--- config.mk ---
export PLATFORM = sky130hd
export DESIGN_NAME = boolean_function
export DESIGN_NICKNAME = d
export VERILOG_FILES = /design/src/rtl/boolean_function.sv
export SDC_FILE = /design/constraint.sdc
export NUM_CORES = 1
export LEC_CHECK = 0
export CORE_ASPECT_RATIO = 0.7
export CORE_MARGIN = 2
export CORE_UTILIZATION = 49
export DETAILED_ROUTE_END_ITERATION = 16
export MAX_ROUTING_LAYER = met4
export PLACE_DENSITY = 0.82
export SYNTH_ARGS = -nofsm -noshare
export SYNTH_HDL_FRONTEND = slang
export SYNTH_SLANG_ARGS = --single-unit
--- constraint.sdc ---
create_clock -name clk -period 2.5 [get_ports clk]
set_input_delay 0.375 -clock clk [delete_from_list [all_inputs] [get_ports clk]]
set_output_delay 0.375 -clock clk [all_outputs]
set_load 0.01 [all_outputs]
--- src/rtl/boolean_function.sv ---
// Reference function block for F(A,B,C,D) = PM(0,1,5,8,9,13) = C | (B & ~D),
// with a clocked monitor: registered F, input-combination coverage and a saturating transition count.
module boolean_function #(
  parameter int unsigned TOG_W = 8
) (
  input  logic             clk,
  input  logic             rst_n,
  output logic             F,
  input  logic             A,
  input  logic             B,
  input  logic             C,
  input  logic             D,
  input  logic             clr,
  output logic             F_q,
  output logic [15:0]      seen,
  output logic             all_seen,
  output logic [TOG_W-1:0] toggles
);

  logic [3:0] idx;

  assign idx      = {A, B, C, D};
  assign F        = C | (B & ~D);
  assign all_seen = (seen == 16'hFFFF);

  always_ff @(posedge clk or negedge rst_n) begin
    if (!rst_n) begin
      F_q     <= 1'b0;
      seen    <= '0;
      toggles <= '0;
    end else begin
      F_q <= F;
      // clr overrides both coverage accumulation and counting on the same edge
      if (clr) begin
        seen    <= '0;
        toggles <= '0;
      end else begin
        seen <= seen | (16'(1) << idx);
        if ((F != F_q) && (toggles != '1))
          toggles <= toggles + TOG_W'(1);
      end
    end
  end

endmodule

Yosys cells after proc, flatten, opt, wreduce, memory -nomap -nowiden
Cells that the tools add are included.
- shifts and indexed selects: 1
- eq/ne operators: 3
- bitwise gates (word level): 4
- add/sub/neg operators: 1
- reduce and logical (&&, ||, !) cells: 2
- mux-type cells: 3
- operators with widths (cell ; count):
    == test 16 bit, second input constant ; 1
    two-way mux 16 bit ; 1
    two-way mux 8 bit ; 2
    OR 16 bit ; 1
    << shifter 1 x 4 -> 16 bit, first input constant ; 1
    adder 8 x 1 -> 8 bit, second input constant ; 1
    inequality test 8 bit, second input constant ; 1
    nonzero test 2 bit ; 1
    bitwise AND 1 bit ; 1
    logical AND 1 bit ; 1
    inequality test 1 bit ; 1
    NOT 1 bit ; 1
    OR 1 bit ; 1
- flip-flop bits (word level): 25
- input port bits: 7

Logic depth before layout (Yosys ltp)
Gate-level depths: netlist (run 1).
- depth in word-level cells: 7
- depth in mapped cells: 6

Worst setup path before layout (run 1)
OpenSTA, ideal clock, no wires.
- path kind: in2reg
- start: in C
- end: reg toggles[5]
- slack: 1.046 ns
- stages on the path: 6
- data arrival time: 1.329 ns
- path through: buf_4 > inv_2 > a21boi_2 > nor3_4 > nand4_1 > mux2_4
- word-level cells in the longest chain between the ends: 4
- RTL lines (what ; RTL line ; RTL):
    start, declared ; 11 ; input logic C,
    OR 1 bit ; 23 ; assign F = C | (B & ~D);
    inequality test 1 bit ; 39 ; if ((F != F_q) && (toggles != '1))
    logical AND 1 bit ; 39 ;
    nonzero test 2 bit (no line) ; - ;
    end signal, assigned ; 40 ; toggles <= toggles + TOG_W'(1);
    end, declared ; 17 ; output logic [TOG_W-1:0] toggles
No other way between the ends.
A chain may end at the register's enable or synchronous reset.

Worst setup path in the final report (run 1)
- start: in B
- end: out F
- word-level cells in the longest chain between the ends: 2
- RTL lines (what ; RTL line ; RTL):
    start, declared ; 10 ; input logic B,
    bitwise AND 1 bit ; 23 ;
    OR 1 bit ; 23 ;
    end, declared ; 8 ; output logic F,
No other way between the ends.

==> results.toml, run 1 <==
[status]
outcome = "finished, final reports clean"

[synthesis]
syn_inst = 113
ys_ff_latch = 25
syn_area_sq_um = 1160
synth_area_leaders = "dfrtp_1 (54%), nor2_1 (7.8%), a21oi_1 (5.2%), a31oi_1 (3.8%), nand4_1 (3.2%)"
syn_nets = 121
ys_types = 31
avgSynthCellArea_sq_um = 10.2
ys_warn_count = 0
synth.top_cell.area_share = 0.541
seq_area_frac_synth = 0.541
yosys.area.top_type = "dfrtp_1"

[timing]
final_hold_viol_count = 0
slew_viol_final = 0
setup_viol = 0
fin_setup_tns_ns = 0
period_needed_ns = 2.17
clock_skew_ns = 0.00268
rsz0062_at_grt = "false"
worst_pin_slew_ns = 0.567
max_freq_mhz = 460
slew_headroom = 0.621
fin_crit_sh = 0.869

[clock_network]
clockBufferDepth = 2
clk_latency_ns = 0.32
postCtsSetupRepairBufs = 0
ctsResizeCount = 0
cts_tree = "yes"
cts_buffers = 3
clkTransAtPathRegs_ns = 0.13
holdBufCountCts = 0
htree_num_levels = 1
root_buffer = "clkbuf_4"
clock_sinks = 25

[routing]
drt_iter0_drc = 105
drc = 0
finalWirelength_mm = 2.77
routedWlPerCell_um = 15.3
avgViaCountPerCell = 5.77
drt_pre_antenna_iters = 4
num_vias = 1044
antenna_left = 0

[worst_setup_path]
r2r_end = "toggles[1]"
rr_worst_depth = 5
critPathRequiredTime_ns = 2.12
crit_type = "in -> out"
cp.arrival_ns = 1.80
crit_path_max_fanout = 8
end_kind = "output port"
timing.rr.start = "toggles[0]"
start_kind = "primary input"
rrSetupSlack_ns = 1.00

[floorplanning]
core_area_sq_um = 2190
initial_core_util = 0.529
die_height_um = 44.7
num_io_pins = 34
die_x_um = 62.1
rows = 14
dieArea_sq_um = 2770

[global_routing]
antenna_found_initial = 0
grt_pass1_vias = 967
grt_pass1_wl_mm = 4.59
grt_usage = 0.235
grt-ovfl-total = 0
grt_start_max_net_pins = 26

[hold_path]
holdCritPathClass = "in -> async"

[layout]
final_core_util = 0.712
fin_area_sq_um = 1560
diodes = 0
layout-drive-gt1-share = 0.0940
finalNetCount = 158
stdcell_count = 181
area_growth_pct = 34.7

[placement]
gp_congestion = 0.936
place_hpwl_mm = 2.07
dp_cells = 177
placed_area_sq_um = 1530
port_buffers = 33

[power_and_ir_drop]
leakagePower_nw = 0.662
power_density_nw_per_um2 = 475
ir_drop_mv = 0.417
power_mw = 0.740

[run]
drv_cap = 0
[logic make-up (layout without fill, tap and decap cells)]
kind of cell,Yosys count,count (layout),synth area share
simple gates,55,55,0.270
fa+ha+maj,1,1,0.0108
mux,2,2,0.0216
compound gates,24,24,0.130
flops,25,25,0.541
buf+inv,5,41,0.0195
xor+xnor,1,1,0.00757
[through the flow]
stage                     setup WS (ns)  hold WS [ns]
after global placement            0.386         0.508
after global routing              0.251         0.422
after detailed placement          0.352         0.514
final                             0.327         0.394
after CTS                         0.345         0.402
after floorplan                    1.05        0.0794
[routing by layer]
layer	global-route usage	wire length [um]
met2	0.331	1270
met5	-	0
met4	0.0638	34
met1	0.331	1230
met3	0.0643	245
[report_power, final]
group | internal [mW] | leakage, nW | switching, mW
logic | 0.0609 | 0.303 | 0.0657
registers | 0.419 | 0.341 | 0.0151
clock network | 0.0599 | 0.0177 | 0.120
total | 0.540 | 0.662 | 0.200
[synthesized netlist by cell type (all sizes together)]
cell type,n
nand3,3
and2b,1
a41oi,2
nor3,6
nor4,1
a41o,1
nor2,24
mux2,1
ha,1
and4,1
nand2b,1
nand4b,1
mux2i,1
nand4,6
xnor2,1
or2,1
and3,1
a31oi,7
a21oi,12
clkbuf,3
inv,1
dfrtp,25
o21bai,1
nor2b,3
buf,1
nand2,3
a21boi,1
and4b,1
nor3b,2
[state kept, by name, summed over array words and instances (netlist names)]
name,count
F_q,1
seen,16
toggles,8
[layout make-up]
type                       count  area (sq um)
clock buffer                   3          22.5
clock inverter                 1          5.00
fill                         165           631
inverter                       1          3.75
multi-input combinational     83           509
sequential                    25           626
tap                           32          40.0
timing repair buffer          36           353
[critical path, stage by stage]
cell and delay, ns:
clkdlybuf4s50_1 0.68, nand2b_4 0.10, nand2_1 0.10, clkdlybuf4s50_1 0.54
[placed cells by master (no fill, tap or decap), types with 2 or more instances in the layout]
cell type and count:
nor2_1 24, a31oi_1 7, a21oi_1 12, nor3_1 5, clkdlybuf4s50_1 33, nand3_1 3, clkbuf_4 3, nand4_1 6
dfrtp_1 25, a41oi_1 2, nand2_1 3, nor2b_1 3, buf_4 3
[worst max path at each step]
stage,start,to,slack [ns]
6_report,B,F,0.33
3_3_place_gp,B,F,0.39
5_1_grt,D,F,0.25
2_1_floorplan,C,toggles[5],1.05
4_1_cts,B,F,0.35
3_5_place_dp,B,F,0.35
No activity file was read; power rests on OpenSTA's default activity.
==> run 2: changes to the inputs <==
--- a/config.mk
+++ b/config.mk
@@ -5,6 +5,7 @@
 export SDC_FILE = /design/constraint.sdc
 export NUM_CORES = 1
 export LEC_CHECK = 0
+export CAP_MARGIN = 20
 export CORE_ASPECT_RATIO = 0.7
 export CORE_MARGIN = 2
 export CORE_UTILIZATION = 49
==> results of run 2 <==
The final DEF is identical to that of run 1; final timing and power are the same.
